`src/rtl/pipe_stage_reg.sv`:
```
// pipe_stage_reg: pipeline stage register with a 2-entry skid buffer; STAGE_PERF_CNT_EN adds stall/flush counters
module pipe_stage_reg #(
  parameter int CTRL_W = 5,
  parameter int DATA_W = 107,
  parameter int CNT_W  = 16
) (
  input  logic              clk,
  input  logic              reset,
  input  logic              enable,
  input  logic              flush,
  input  logic              in_valid,
  output logic              in_ready,
  input  logic [CTRL_W-1:0] in_ctrl,
  input  logic [DATA_W-1:0] in_data,
  output logic              out_valid,
  input  logic              out_ready,
  output logic [CTRL_W-1:0] out_ctrl,
  output logic [DATA_W-1:0] out_data,
  output logic [CNT_W-1:0]  stall_cnt,
  output logic [CNT_W-1:0]  flush_cnt
);
  logic main_v_q, main_v_d, skid_v_q, skid_v_d, acc, con;
  logic [CTRL_W-1:0] main_c_q, main_c_d, skid_c_q, skid_c_d;
  logic [DATA_W-1:0] main_d_q, main_d_d, skid_d_q, skid_d_d;
  assign in_ready  = reset & enable & ~flush & ~skid_v_q;
  assign out_valid = reset & enable & ~flush & main_v_q;
  assign out_ctrl  = main_c_q;
  assign out_data  = main_d_q;
  assign acc = in_valid & in_ready;
  assign con = out_valid & out_ready;
  always_comb begin
    main_v_d = main_v_q;
    skid_v_d = skid_v_q;
    main_c_d = main_c_q;
    main_d_d = main_d_q;
    skid_c_d = skid_c_q;
    skid_d_d = skid_d_q;
    if (con && skid_v_q) begin
      main_c_d = skid_c_q;
      main_d_d = skid_d_q;
      skid_v_d = 1'b0;
    end else if (con) begin
      main_v_d = acc;
      main_c_d = acc ? in_ctrl : main_c_q;
      main_d_d = acc ? in_data : main_d_q;
    end else if (acc && main_v_q) begin
      skid_v_d = 1'b1;
      skid_c_d = in_ctrl;
      skid_d_d = in_data;
    end else if (acc) begin
      main_v_d = 1'b1;
      main_c_d = in_ctrl;
      main_d_d = in_data;
    end
  end
  always_ff @(posedge clk) begin
    if (!reset || flush) begin
      main_v_q <= 1'b0;
      skid_v_q <= 1'b0;
      main_c_q <= '0;
      main_d_q <= '0;
    end else begin
      main_v_q <= main_v_d;
      skid_v_q <= skid_v_d;
      main_c_q <= main_c_d;
      main_d_q <= main_d_d;
    end
    skid_c_q <= skid_c_d;
    skid_d_q <= skid_d_d;
  end
`ifdef STAGE_PERF_CNT_EN
  logic [CNT_W-1:0] stall_q, flush_q;
  always_ff @(posedge clk) begin
    if (!reset) begin
      stall_q <= '0;
      flush_q <= '0;
    end else begin
      if (main_v_q && !flush && (!enable || !out_ready) && !(&stall_q)) stall_q <= stall_q + CNT_W'(1);
      if (flush && (main_v_q || skid_v_q) && !(&flush_q)) flush_q <= flush_q + CNT_W'(1);
    end
  end
  assign stall_cnt = stall_q;
  assign flush_cnt = flush_q;
`else
  assign stall_cnt = '0;
  assign flush_cnt = '0;
`endif
endmodule

```
`config.mk`:
```
export PLATFORM = sky130hd
export DESIGN_NAME = pipe_stage_reg
export DESIGN_NICKNAME = d
export VERILOG_FILES = /design/src/rtl/pipe_stage_reg.sv
export SDC_FILE = /design/constraint.sdc
export NUM_CORES = 1
export LEC_CHECK = 0
export ABC_CLOCK_PERIOD_IN_PS = 5700
export CAP_MARGIN = 15
export CORE_ASPECT_RATIO = 0.8
export CORE_MARGIN = 4
export CORE_UTILIZATION = 48
export CTS_BUF_LIST = sky130_fd_sc_hd__clkbuf_4 sky130_fd_sc_hd__clkbuf_8
export CTS_CLUSTER_DIAMETER = 50
export DETAILED_ROUTE_END_ITERATION = 6
export PLACE_DENSITY = 0.85
export REMOVE_ABC_BUFFERS = 1
export SYNTH_ARGS = -nofsm -noshare
export SYNTH_HDL_FRONTEND = slang
export SYNTH_SLANG_ARGS = --single-unit
export TNS_END_PERCENT = 10
```
`constraint.sdc`:
```
create_clock -name clk -period 5.7 [get_ports clk]
set_input_delay 1.14 -clock clk [delete_from_list [all_inputs] [get_ports clk]]
set_output_delay 1.14 -clock clk [all_outputs]
set_load 0.005 [all_outputs]
```
# --- Word level (Yosys, flattened, before mapping) ---
# Index checks and enable logic that the tools add are counted.
classes:
  reduce_logical: 9
  eq_ne: 2
  bitwise: 10
  mux: 11
ops:
  columns: ["cell", "n"]
  rows:
  - ["$mux 107", 4]
  - ["$mux 5", 4]
  - ["$and 1x1->1", 6]
  - ["$reduce_and 3->1", 2]
  - ["$not 1->1", 4]
  - ["$mux 1", 3]
  - ["$ne 3x3->1 const B", 1]
  - ["$logic_and 1x1->1", 2]
  - ["$ne 2x2->1 const B", 1]
  - ["$reduce_and 2->1", 1]
  - ["$reduce_bool 2->1", 1]
  - ["$reduce_or 2->1", 1]
  - ["$logic_not 1->1", 1]
  - ["$logic_or 1x1->1", 1]
word_totals:
  ff_bits: 226
  in_bits: 118
  word_cells: 38

# --- Depth between registers and ports, before layout ---
depth:
  depth_word: 8
  depth_mapped: 7
  ltp_nobuf: 4

# --- Worst setup path before layout ---
# OpenSTA, ideal clock, no wires.
synth_timing:
  path_kind: "input to register"
  start: "input flush"
  end: "register skid_c_q[0], enable pin"
  arrival_ns: 4.410
  setup_time_ns: 0.486
  path_stages: 4
  path_buffers: 1
  setup_slack_ns: 0.805
  path_cell_list: "nand2b_1 -> clkbuf_1 -> nor3_1 -> and4b_1"
synth_lines:
  columns: ["element", "line", "text"]
  rows:
  - ["start: declaration", "10", "input logic flush,"]
  - ["$not 1->1", "25", "assign in_ready = reset & enable & ~flush & ~skid_v_q;"]
  - ["$and 1x1->1 (2 in series)", "25", null]
  - ["named net in_ready", "12", "output logic in_ready,"]
  - ["$and 1x1->1", "29", "assign acc = in_valid & in_ready;"]
  - ["$logic_and 1x1->1", "46", "end else if (acc && main_v_q) begin"]
  - ["$reduce_and 3->1 (no line)", null, null]
  - ["end signal: assignment", "68", "skid_c_q <= skid_c_d;"]
  - ["end: declaration", "23", "logic [CTRL_W-1:0] main_c_q, main_c_d, skid_c_q, skid_c_d;"]
# The timed path passes the listed nets, and every way through them passes these cells.
# A chain may end at the register's enable or synchronous reset.

# --- Worst setup path after layout ---
layout_timing:
  start: "input reset"
  end: "output in_ready"
layout_between:
  elab_chain_len: 3
layout_lines:
  columns: ["element", "line", "text"]
  rows:
  - ["start: declaration", "8", "input logic reset,"]
  - ["$and 1x1->1 (3 in series)", "25", null]
  - ["end: declaration", "12", null]
# Every way passes these cells.

==> run_results.csv <==
group,metric,value,unit
floorplanning,initial_core_util,0.492,
yosys,synthMostInstantiatedCell,"sky130_fd_sc_hd__nor2_1",
cells_and_area,layout.area.seq,5650,µm²
floorplanning,design.die.area,20200,µm²
cts,cts_tree,"done",
global_routing,grt_max_degree,223,
sta,timing_hold_violations_final,0,
yosys,synth.ff_latch_count,226,
power_and_ir_drop,vdd_drop_max,0.000234,V
sta,max_clock_freq,242,MHz
cts,clk_path_buf_depth,3,
drt,num_vias,5884,
yosys,postSynthAreaPerCell,13.0,µm²
power_and_ir_drop,power.total,3.37,mW
yosys,post_synth_num_cell_types,21,
sta,skew,0.0184,ns
run_status,status,"completed",
drt,post_drt_via_cell_ratio,5.18,
global_routing,overflow_left_after_global_routing,0,
yosys,leading_post_synthesis_cells_by_cell_area,"sky130_fd_sc_hd__edfxtp_1, sky130_fd_sc_hd__dfxtp_1, sky130_fd_sc_hd__mux2i_1, sky130_fd_sc_hd__a211oi_1, sky130_fd_sc_hd__nor2_1",
cts,postCtsResizedCells,0,
yosys,dominantRegCellSynth,"sky130_fd_sc_hd__dfxtp_1",
global_routing,grt_pass1_vias,5990,
sta,max_slew.worst_pin.slew,0.941,ns
power_and_ir_drop,power_per_cell_area,288,nW/µm²
yosys,yosys_warnings,0,
cts,clk_pin_slew,0.06,ns
sta,slew_viol_final,0,
min_path,path_class_of_the_lowest_slack_min_delay_path,"reg -> reg",
power_and_ir_drop,p_leak,4.62,nW
cts,ctsHtreeMaxLevel,2,
drt,detailedRoute.firstPassIterationCount,4,
critical_path,ff2ff_path_depth,5,
floorplanning,core_area,17500,µm²
yosys,syn-cell-area,8610,µm²
critical_path,endpoint_type_of_the_worst_setup_path,"output port",
sta,final-setup-viol-count,0,
critical_path,critical_path.reg2reg.startpoint,"main_v_q$_SDFFE_PP0P_",
yosys,post-synth-top-area-fraction,0.391,
cells_and_area,area_growth_syn_to_layout,36.1,%
global_routing,groute.layer.met2.usage,0.303,
critical_path,worst_ep_arrival_time,2.99,ns
critical_path,reg2reg_slack,3.20,ns
cells_and_area,num-nets-final,1002,
cells_and_area,antenna-diode-count,0,
drt,drcViolationCount,0,
cells_and_area,final_layout_size_suffix_gt1_frac,0.0800,
floorplanning,row_count,43,
yosys,synth_edf_count,112,
place,place.port_buffers,231,
place,gp_routability_congestion,0.786,
global_routing,grtUsageMet1,0.259,
drt,drt_iter0_markers,315,
yosys,synth_async_sr_flop_share,0,
cts,post_cts_buffers,0,
yosys,synth_commonest_cells,"sky130_fd_sc_hd__nor2_1, sky130_fd_sc_hd__dfxtp_1, sky130_fd_sc_hd__a211oi_1, sky130_fd_sc_hd__edfxtp_1, sky130_fd_sc_hd__mux2i_1",
cts,clock_sink_count,226,
sta,timing.final.crit_period,4.13,ns
global_routing,grt_pass1_wl,31.8,mm
cells_and_area,number_of_standard_cells_in_the_layout_taps_in_and_fillers_out,1137,
global_routing,gr-usage-met3,0.0786,
global_routing,global_route.peak_usage_layer,"met2",
drt,detail_route.wl_per_cell,18.2,µm
yosys,sequential_fraction_of_the_synthesis_area,0.656,
yosys,synth_area_leader_cell,"sky130_fd_sc_hd__edfxtp_1",
critical_path,worst_r2r_endpoint,"out_data[71]$_SDFFE_PP0P_",
place,dpl.hpwl,13.1,mm
sta,timing.max_slew.rel_slack,0.373,
floorplanning,io_pins,264,
critical_path,worstPathMaxFanout,57,
global_routing,grt_antenna_before_repair,0,
cts,tritoncts.num_buffers,36,
cts,clock_insertion_delay_worst_skew,0.50,ns
critical_path,crit_path_end,"in_ready",
critical_path,worst_setup_path_startpoint,"reset",
cells_and_area,layout.filler_cells,1272,
drt,ant_nets,0,
drt,wirelength,20.6,mm
flow_run,max_cap_violations,0,
cts,cts_root_buffer,"sky130_fd_sc_hd__clkbuf_8",
floorplanning,fp.dieH,128,µm
sta,grt_setup_unrepaired,"no",
critical_path,criticalPathCategory,"in -> out",
sta,finalSetupTns,0,ns
cts,holdBufCountCts,0,
critical_path,setup.worst_path.start_class,"input port",
cells_and_area,multiInputGateArea,2640,µm²
global_routing,groute.usage.overall,0.197,
sta,final_period_utilization,0.724,
floorplanning,die_w,158,µm
yosys,post_synth_inst_count,662,
place,placed_cells_incl_taps,1071,
critical_path,critPathRequiredTime,4.56,ns
report_power, final:
| part | internal (mW) | switching [mW] | leakage (nW) | total [mW] |
|---|---|---|---|---|
| Combinational | 0.117 | 0.0906 | 2.29 | 0.207 |
| Clock | 0.824 | 0.615 | 0.407 | 1.44 |
| Sequential | 1.72 | 0.00718 | 1.93 | 1.72 |
| Total | 2.66 | 0.713 | 4.62 | 3.37 |
sequential cells by signal, indices dropped and copies added (netlist names):
register,flops
skid_v_q,1
out_ctrl,5
main_v_q,1
skid_c_q,5
out_data,107
skid_d_q,107
cells in the final DEF (no fill, tap or decap), types with 2 or more instances in the layout:
cell type and n:
sky130_fd_sc_hd__clkdlybuf4s50_1 231, sky130_fd_sc_hd__nor2_1 115, sky130_fd_sc_hd__dfxtp_1 114, sky130_fd_sc_hd__mux2i_1 112, sky130_fd_sc_hd__a211oi_1 112, sky130_fd_sc_hd__edfxtp_1 112, sky130_fd_sc_hd__clkbuf_8 42, sky130_fd_sc_hd__conb_1 32
sky130_fd_sc_hd__clkbuf_4 16, sky130_fd_sc_hd__clkinv_2 4, sky130_fd_sc_hd__nand2_1 3, sky130_fd_sc_hd__buf_12 3, sky130_fd_sc_hd__clkinvlp_4 2
metal layers:
layer  vias to the layer above  part of all wire
li1                       2841                 -
met1                      2790              0.43
met2                       226              0.45
met3                        27              0.10
met4                         0             0.016
met5                         -                 0
stage by stage:
step	worst slack [ns]	hold WS [ns]	utilization	instance area [µm²]
3_3_place_gp	1.56	0.485	0.626	10900
2_1_floorplan	-3.57	0.494	-	8260
5_1_grt	1.48	0.518	0.670	11700
3_5_place_dp	1.56	0.490	0.626	10900
4_1_cts	1.55	0.500	0.670	11700
6_report	1.57	0.497	0.670	11700
layout make-up:
type / instances / share of cell area
Tap cell: 225 / 0.0240
Inverter: 1 / 0.000320
Multi-Input combinational cell: 384 / 0.225
Clock inverter: 8 / 0.00587
Clock buffer: 58 / 0.0596
Sequential cell: 226 / 0.482
Timing Repair Buffer: 235 / 0.203
worst min-delay path by stage:
stage / from / endpoint / slack (ns) / cells after the start
global placement: out_data[74]$_SDFFE_PP0P_ / out_data[74]$_SDFFE_PP0P_ / 0.49 / 2
floorplan: out_ctrl[0]$_SDFFE_PP0P_ / out_ctrl[0]$_SDFFE_PP0P_ / 0.49 / 2
finish: out_data[99]$_SDFFE_PP0P_ / out_data[99]$_SDFFE_PP0P_ / 0.50 / 2
CTS: out_data[59]$_SDFFE_PP0P_ / out_data[59]$_SDFFE_PP0P_ / 0.50 / 2
global route: out_data[73]$_SDFFE_PP0P_ / out_data[73]$_SDFFE_PP0P_ / 0.52 / 2
detailed placement: out_data[94]$_SDFFE_PP0P_ / out_data[94]$_SDFFE_PP0P_ / 0.49 / 2
critical path: stages:
cell	delay, ns
sky130_fd_sc_hd__clkdlybuf4s50_1	0.53
sky130_fd_sc_hd__nand2b_4	0.38
sky130_fd_sc_hd__nor3_1	0.35
sky130_fd_sc_hd__clkdlybuf4s50_1	0.57
kinds of logic (layout without fill, tap and decap cells):
| logic type | Yosys count | after routing | synth area share |
|---|---|---|---|
| AOI/OAI and AO/OA | 116 | 116 | 0.103 |
| buffers and inverters | 83 | 302 | 0.0542 |
| DFF | 226 | 226 | 0.656 |
| muxes | 112 | 112 | 0.130 |
| other | 1 | 32 | 0.000436 |
| and+or+nand+nor | 124 | 124 | 0.0560 |
Note: power is estimated with default switching activity, not from simulation.
